**src/rtl/fifo_route_pkg.sv**
```systemverilog
// Shared types and helpers for the FIFO route switch (no logic of its own).
// Latency: n/a. Backpressure: n/a.
// Route decode windows are expressed on 32-bit values so any SEL_W up to 32 fits.
package fifo_route_pkg;

  typedef enum logic {
    RUN  = 1'b0,
    HOLD = 1'b1
  } state_t;

  localparam logic [31:0] NO_ROUTE      = '1;
  localparam logic [7:0]  DEF_UART_BASE = 8'h00;
  localparam logic [7:0]  DEF_SPI_BASE  = 8'h10;

  function automatic logic in_window(input int unsigned sel, input int unsigned base,
                                     input int unsigned n);
    return (sel >= base) && ((sel - base) < n);
  endfunction

  function automatic logic sel_valid(input int unsigned sel, input int unsigned uart_base,
                                     input int unsigned spi_base, input int unsigned nch);
    return in_window(sel, uart_base, nch) || in_window(sel, spi_base, nch);
  endfunction

endpackage

```
**src/rtl/fifo_route_decode.sv**
```systemverilog
// Maps a route selector to {uart_hit, spi_hit, one-hot channel}.
// Latency: combinational. Backpressure: none.
// Overlapping windows resolve in favour of UART.
module fifo_route_decode
  import fifo_route_pkg::*;
#(
  parameter int              NCH       = 4,
  parameter int              SEL_W     = 8,
  parameter logic [SEL_W-1:0] UART_BASE = SEL_W'(DEF_UART_BASE),
  parameter logic [SEL_W-1:0] SPI_BASE  = SEL_W'(DEF_SPI_BASE)
) (
  input  logic [SEL_W-1:0] cur_sel,
  output logic             uart_hit,
  output logic             spi_hit,
  output logic [NCH-1:0]   chan
);

  int unsigned sel_u;
  int unsigned uoff;
  int unsigned soff;

  always_comb begin
    sel_u    = 32'(cur_sel);
    uart_hit = in_window(sel_u, 32'(UART_BASE), unsigned'(NCH));
    spi_hit  = !uart_hit && in_window(sel_u, 32'(SPI_BASE), unsigned'(NCH));
    uoff     = sel_u - 32'(UART_BASE);
    soff     = sel_u - 32'(SPI_BASE);
    chan     = '0;
    for (int i = 0; i < NCH; i++) begin
      chan[i] = (uart_hit && (uoff == unsigned'(i))) || (spi_hit && (soff == unsigned'(i)));
    end
  end

endmodule

```
**src/rtl/fifo_route_switch.sv**
```systemverilog
// Routes one of NCH channel FIFOs to UART or SPI; route changes pass a guard window (stats: FIFO_ROUTE_STATS_EN).
// Latency: strobes combinational, uart_out/spi_out/uart_full registered (1 cycle).
// Backpressure: all FIFO strobes held low while busy; host strobes seen then are dropped and flagged.
module fifo_route_switch
  import fifo_route_pkg::*;
#(
  parameter int                NCH       = 4,
  parameter int                DATA_W    = 16,
  parameter int                SEL_W     = 8,
  parameter logic [SEL_W-1:0]  UART_BASE = SEL_W'(DEF_UART_BASE),
  parameter logic [SEL_W-1:0]  SPI_BASE  = SEL_W'(DEF_SPI_BASE),
  parameter logic [DATA_W-1:0] DEF_WORD  = DATA_W'(16'h1000),
  parameter int                GUARD     = 2
) (
  input  logic                  clk,
  input  logic                  rst,
  input  logic [SEL_W-1:0]      upr,
  input  logic                  upr_we,
  input  logic [NCH*DATA_W-1:0] data_in,
  input  logic [NCH-1:0]        fifo_full,
  output logic [NCH-1:0]        fifo_wr,
  output logic [NCH-1:0]        fifo_rd,
  input  logic                  uart_wr_en,
  input  logic                  uart_rd_en,
  input  logic                  spi_wr_en,
  input  logic                  spi_clr,
  output logic [DATA_W-1:0]     uart_out,
  output logic [DATA_W-1:0]     spi_out,
  output logic                  uart_full,
  output logic                  busy,
  output logic                  route_err,
  output logic [15:0]           uart_cnt,
  output logic [15:0]           spi_cnt
);

  localparam int               GCNT_W    = (GUARD > 1) ? $clog2(GUARD) : 1;
  localparam logic [GCNT_W-1:0] GCNT_INIT = GCNT_W'(GUARD - 1);
  localparam logic [SEL_W-1:0]  NO_SEL    = SEL_W'(NO_ROUTE);

  state_t              state_q, state_d;
  logic [SEL_W-1:0]    cur_sel, cur_sel_d;
  logic [SEL_W-1:0]    pend_q, pend_d;
  logic [GCNT_W-1:0]   gcnt_q, gcnt_d;
  logic                err_d;

  logic                uart_hit, spi_hit;
  logic [NCH-1:0]      chan;
  logic                run, host_any, wr_req, rd_req;
  logic [DATA_W-1:0]   sel_dat, uart_dat_d, spi_dat_d;
  logic                sel_full, uart_full_d;

  fifo_route_decode #(
    .NCH       (NCH),
    .SEL_W     (SEL_W),
    .UART_BASE (UART_BASE),
    .SPI_BASE  (SPI_BASE)
  ) u_decode (
    .cur_sel  (cur_sel),
    .uart_hit (uart_hit),
    .spi_hit  (spi_hit),
    .chan     (chan)
  );

  assign run      = (state_q == RUN);
  assign host_any = uart_wr_en | uart_rd_en | spi_wr_en | spi_clr;
  assign wr_req   = (uart_hit & uart_wr_en) | (spi_hit & spi_wr_en);
  assign rd_req   = (uart_hit & uart_rd_en) | (spi_hit & spi_clr);
  assign fifo_wr  = (run && wr_req) ? chan : '0;
  assign fifo_rd  = (run && rd_req) ? chan : '0;

  always_comb begin
    state_d   = state_q;
    cur_sel_d = cur_sel;
    pend_d    = pend_q;
    gcnt_d    = gcnt_q;
    err_d     = route_err;
    busy      = 1'b0;
    unique case (state_q)
      RUN: begin
        if (upr_we && (upr != cur_sel)) begin
          pend_d  = upr;
          gcnt_d  = GCNT_INIT;
          state_d = HOLD;
        end
      end
      HOLD: begin
        busy = 1'b1;
        if (host_any) err_d = 1'b1;
        // A fresh write always wins over an expiring guard.
        if (upr_we) begin
          pend_d = upr;
          gcnt_d = GCNT_INIT;
        end else if (gcnt_q == '0) begin
          cur_sel_d = pend_q;
          state_d   = RUN;
          if (!sel_valid(32'(pend_q), 32'(UART_BASE), 32'(SPI_BASE), unsigned'(NCH)))
            err_d = 1'b1;
        end else begin
          gcnt_d = gcnt_q - GCNT_W'(1);
        end
      end
      default: ;
    endcase
  end

  always_comb begin
    sel_dat     = '0;
    sel_full    = 1'b0;
    for (int i = 0; i < NCH; i++) begin
      if (chan[i]) begin
        sel_dat  = data_in[i*DATA_W +: DATA_W];
        sel_full = fifo_full[i];
      end
    end
    uart_dat_d  = uart_hit ? sel_dat : DEF_WORD;
    uart_full_d = uart_hit & sel_full;
    spi_dat_d   = spi_hit ? sel_dat : DEF_WORD;
  end

  always_ff @(posedge clk or negedge rst) begin
    if (!rst) begin
      state_q   <= RUN;
      cur_sel   <= NO_SEL;
      pend_q    <= NO_SEL;
      gcnt_q    <= '0;
      route_err <= 1'b0;
      uart_out  <= DEF_WORD;
      spi_out   <= DEF_WORD;
      uart_full <= 1'b0;
    end else begin
      state_q   <= state_d;
      cur_sel   <= cur_sel_d;
      pend_q    <= pend_d;
      gcnt_q    <= gcnt_d;
      route_err <= err_d;
      uart_out  <= uart_dat_d;
      spi_out   <= spi_dat_d;
      uart_full <= uart_full_d;
    end
  end

`ifdef FIFO_ROUTE_STATS_EN
  logic [15:0] uart_cnt_q, spi_cnt_q;
  logic        route_apply;

  assign route_apply = (state_q == HOLD) && (state_d == RUN);

  always_ff @(posedge clk or negedge rst) begin
    if (!rst) begin
      uart_cnt_q <= '0;
      spi_cnt_q  <= '0;
    end else if (route_apply) begin
      uart_cnt_q <= '0;
      spi_cnt_q  <= '0;
    end else begin
      if (run && uart_hit && (uart_wr_en | uart_rd_en) && (uart_cnt_q != 16'hFFFF))
        uart_cnt_q <= uart_cnt_q + 16'd1;
      if (run && spi_hit && (spi_wr_en | spi_clr) && (spi_cnt_q != 16'hFFFF))
        spi_cnt_q <= spi_cnt_q + 16'd1;
    end
  end

  assign uart_cnt = uart_cnt_q;
  assign spi_cnt  = spi_cnt_q;
`else
  assign uart_cnt = '0;
  assign spi_cnt  = '0;
`endif

endmodule
```
**config.mk**
```make
export PLATFORM = sky130hd
export DESIGN_NAME = fifo_route_switch
export DESIGN_NICKNAME = d
export VERILOG_FILES = /design/src/rtl/fifo_route_pkg.sv /design/src/rtl/fifo_route_decode.sv /design/src/rtl/fifo_route_switch.sv
export SDC_FILE = /design/constraint.sdc
export NUM_CORES = 1
export LEC_CHECK = 0
export BUFFER_PORTS_ARGS = -buffer_cell sky130_fd_sc_hd__buf_2
export CAP_MARGIN = 15
export CORE_MARGIN = 4
export CORE_UTILIZATION = 47
export DETAILED_ROUTE_END_ITERATION = 12
export PLACE_DENSITY = 0.91
export SETUP_SLACK_MARGIN = 0.05
export SLEW_MARGIN = 20
export SYNTH_ARGS = -nofsm -noshare
export SYNTH_HDL_FRONTEND = slang
export SYNTH_SLANG_ARGS = --single-unit
```
**constraint.sdc**
```tcl
create_clock -name clk -period 6.03 [get_ports clk]
set_clock_uncertainty 0.1 [all_clocks]
set_input_delay 0.9045 -clock clk [delete_from_list [all_inputs] [get_ports clk]]
set_output_delay 0.9045 -clock clk [all_outputs]
set_load 0.1 [all_outputs]
```
Yosys cells after proc, flatten, opt, wreduce, memory -nomap -nowiden. Index checks and enable logic that the tools add are counted.

Register bits: 52. Bits of input ports: 83. Word-level logic and storage cells: 91. Output and inout port bits: 75.

Bitwise gates (word level): 13. $lt $le $gt $ge: 6. Equal/unequal tests: 9. Mux-type cells: 28. Reduce and logical (&&, ||, !) cells: 24. Add/sub/neg operators: 3.

Operators with widths (count): $mux 16 (6); $eq 32x2->1 const B (2); $logic_not 32->1 (2); $lt 32x3->1 const B (2); $eq 32x1->1 const B (1); $sub 8x5->9 const B (2); $eq 8x2->1 const B (2); $ge 8x5->1 const B (2); $lt 8x3->1 const B (2); $mux 8 (2); $pmux 8 s2 (1); $mux 1 (15); $logic_and 1x1->1 (14); $eq 8x1->1 const B (1); $mux 4 (2); $ne 8x8->1 (1); $and 1x1->1 (5); $logic_or 1x1->1 (5); $or 1x1->1 (5); $pmux 1 s2 (2); $not 1->1 (3); $reduce_and 3->1 (1); $ne 2x1->1 const B (1); $ne 2x2->1 const B (1); other kinds (3) (3).

Logic depth before layout (Yosys ltp).
Depth after elaboration: 11. Mapped depth: 6. Depth with buffers taken out: 4.

Modules after synthesis. A second synthesis with hierarchy kept.

Cells, all modules: 263. Area total of the unflattened synthesis: 2782.7 um^2.

By module, submodules not included: fifo_route_switch (cells an instance 254, area each 2691.3 um^2, instances 1, sequential area each 1323.8 um^2); fifo_route_decode (cells an instance 9, area each 91.3 um^2, instances 1, sequential area each 0.0 um^2).

Worst setup path after synthesis. OpenSTA, ideal clock, no wires.

Path kind: register to output. Start: reg cur_sel[3]. End: out fifo_rd[0]. Data arrival time: 4084 ps. Data required time: 5025 ps. Cell stages (with the launch flop): 6. Path slack: 942 ps. Path buffers: 1. Cells stage by stage: dfstp_2 -> or4_1 -> nor2_1 -> buf_4 -> nand2_1 -> nor4_1.

Cells in the longest elaborated chain, start to end: 8. Elaborated cells between the ends (all ways): 17. Those cells by class: add/sub: 1; order compare: 3; mux: 1; bitwise: 3; reduce/logical: 9.

RTL lines: start, declared (line fifo_route_switch.sv:41) `logic [SEL_W-1:0] cur_sel, cur_sel_d;`; start signal, assigned (line fifo_route_switch.sv:132) `cur_sel <= cur_sel_d;`; $sub 8x5->9 (line fifo_route_pkg.sv:17, fifo_route_decode.sv:27); $lt 32x3->1 (line fifo_route_pkg.sv:17) `return (sel >= base) && ((sel - base) < n);`; $logic_and 1x1->1 (line fifo_route_pkg.sv:17); $logic_and 1x1->1 (line fifo_route_decode.sv:25) `spi_hit = !uart_hit && in_window(sel_u, 32'(SPI_BASE), unsigned'(NCH));`; $and 1x1->1 (line fifo_route_switch.sv:67) `assign rd_req = (uart_hit & uart_rd_en) | (spi_hit & spi_clr);`; $or 1x1->1 (line fifo_route_switch.sv:67); $logic_and 1x1->1 (line fifo_route_switch.sv:69) `assign fifo_rd = (run && rd_req) ? chan : '0;`; $mux 4 (*) (line fifo_route_switch.sv:69); end, declared (line fifo_route_switch.sv:22) `output logic [NCH-1:0] fifo_rd,`.

Mark *: on every way between the ends. The rest lies on a longest branch, timed or not.

Final worst setup path. Same ends and word-level chain as after synthesis.

==> flow_summary.yaml <==
outcome:
  status: "finished clean"
setup_path:
  cp.required_ns: 5.03
  crit_path_max_fanout: 20
  rrSetupSlack_ns: 3.52
  startpoint_type: "flop"
  critPathKind: "reg -> out"
  cp_data_arrival_time_ns: 2.42
  r2r_end: "pend_q[2]"
  reg2regPathDepth: 4
  critPathCaptureType: "primary output"
  reg2reg_from: "cur_sel[0]"
clocking:
  hold_buffers: 0
  clock_path_buffers: 2
  cts_setup_buffers: 0
  clock-sinks: 52
  cts_resized: 0
  insertion_delay_ns: 0.30
  cts_tree: "done"
  cts_buffers: 5
  htree_levels: 2
  cts_root_buffer: "clkbuf_8"
  clk_pin_slew_worst_paths_ns: 0.10
timing:
  relSlewSlack: 0.491
  max_freq_mhz: 292
  worst_slack_ns: 2.61
  finalSetupViolations: 0
  setup_tns_ns: 0
  timing.final.crit_share: 0.568
  hold_viol_final: 0
  drv_slew: 0
  grt_setup_unrepaired: "false"
  tightest_slew_ns: 0.763
  timing.final.crit_period_ns: 3.42
global_routing:
  grt_max_degree: 53
  grt_pass1_vias: 2178
  antenna_found_initial: 0
  met1_usage: 0.208
  groute.usage.overall: 0.188
  busiest_layer: "met2"
  globalRouteMet2Util: 0.362
  met3_usage: 0.0355
  grt_pass1_wl_um: 10500
  gr-total-overflow: 0
die:
  rows: 27
  initial_core_util: 0.490
  core_um2: 5540
  die_area_um2: 7060
  dieHeight_um: 84.0
  io_pins: 158
  die_w_um: 84.0
hold_path:
  hp-start: "route_err"
  min_path_cells: 2
  worstHoldEndpoint: "route_err"
  hold_path.class: "reg -> reg"
placed_design:
  post-dp-hpwl_um: 5340
  gp_congestion: 0.825
  numPortBuffers: 125
  place_ws_ns: 2.94
final_layout:
  layout-drive-gt1-share: 0.582
  post-route-util: 0.599
  area_growth_pct: 22.2
  antenna_cells: 0
  nets: 424
  multiInputGateArea_um2: 1170
  seq_area_um2: 1320
  fillers: 464
drt:
  drt_pre_antenna_iters: 4
  drt_wl_total_um: 6690
  ant_nets: 0
  detail_route.iter0.violations: 76
  viasPerCell: 4.90
  remaining_drc_errors: 0
  dr_total_vias: 2027
  wl_per_cell_um: 16.1
yosys:
  yosysTopAreaCell: "dfrtp_1"
  synth_seq_cells: 52
  yosysSeqAreaShare: 0.487
  yosysWarnings: 0
  synthTopCellsByArea: "dfrtp_1 (31%), dfstp_2 (17%), mux4_2 (14%)"
  netlist_instances: 222
  synth_async_sr_flop_share: 1.00
  synth_top_cells_by_count: "buf_4 (34), dfrtp_1 (34), nor2_1 (26)"
  yosys.cell_types.count: 28
  netlist_area_um2: 2720
  avgSynthCellArea_um2: 12.2
  synth_edf_count: 0
  synth_top_area_share: 0.313
  synth_flop_cell: "dfrtp_1"
pwr:
  irDropWorstVdd_v: 0.000131
  p_leak_nw: 1.61
  pwr_density_cell_nw_per_um2: 278
job:
  max-cap-violations: 0
==> worst max path at each step <==
stage / endpoint / cells after the start / from / slack, ns
finish: fifo_rd[0] / 6 / cur_sel[3] / 2.61
global placement: fifo_rd[0] / 6 / cur_sel[3] / 3.00
global route: fifo_rd[1] / 6 / cur_sel[3] / 2.35
detailed placement: fifo_rd[0] / 6 / cur_sel[3] / 2.94
floorplan: fifo_rd[0] / 5 / cur_sel[3] / 0.94
CTS: fifo_rd[0] / 6 / cur_sel[3] / 2.59
==> final cells by class <==
cell class                      count  area share
Clock buffer                        5      0.0207
Timing Repair Buffer              126       0.191
Tap cell                           72      0.0271
Sequential cell                    52       0.399
Multi-Input combinational cell    155       0.354
Clock inverter                      3     0.00716
Inverter                            1     0.00113
==> state kept, by name, indices dropped and copies added, names as in the netlist <==
register   flops
state_q        1
uart_full      1
cur_sel        8
uart_out      16
spi_out       16
route_err      1
gcnt_q         1
pend_q         8
==> power breakdown <==
part           switching [W]  internal [W]  leakage (nW)  total, W
combinational       0.000168      0.000114         0.915  0.000282
sequential         0.0000574      0.000387         0.653  0.000444
clock               0.000115     0.0000823        0.0404  0.000197
==> critical path, stage by stage (launching register included) <==
cell and delay, ns:
dfstp_2 0.39, or4_1 0.55, nor2_1 0.11, buf_4 0.24, nand2_1 0.17, nor4_1 0.18, buf_2 0.47
==> cell usage in the layout (no fill, tap or decap), types with 4 or more instances in the layout <==
cell	count
buf_2	124
clkbuf_8	5
conb_1	32
dfrtp_1	34
dfstp_2	18
mux2_2	18
mux4_2	17
nand2_1	22
nor2_1	26
nor2_2	10
o21ai_0	4
xnor2_1	8
==> per-layer routing <==
| metal | wire length (um) | share of wire |
|---|---|---|
| met3 | 484 | 0.072 |
| met5 | 0 | 0 |
| met4 | 105 | 0.016 |
| met2 | 3730 | 0.56 |
| met1 | 2360 | 0.35 |
==> through the flow <==
step	area, um^2	std cells	total power, W	hold slack [ns]
6_report	3320	414	0.000924	0.393
5_1_grt	3320	414	0.000968	0.442
4_1_cts	3320	414	0.000930	0.389
3_5_place_dp	3220	406	0.000734	0.365
3_3_place_gp	3220	406	0.000726	0.347
2_1_floorplan	2830	253	0.000690	0.410
==> kinds of logic (layout without fill, tap and decap cells) <==
family | Yosys count | count (layout) | share of synthesized area
XOR/XNOR | 8 | 8 | 0.0258
flip-flops | 52 | 52 | 0.487
AO/OA/AOI/OAI | 6 | 6 | 0.0170
buffers and inverters | 46 | 135 | 0.123
AND/OR/NAND/NOR | 74 | 74 | 0.129
multiplexers | 35 | 35 | 0.216
other | 1 | 32 | 0.00138
(Power assumes the default switching activity.)
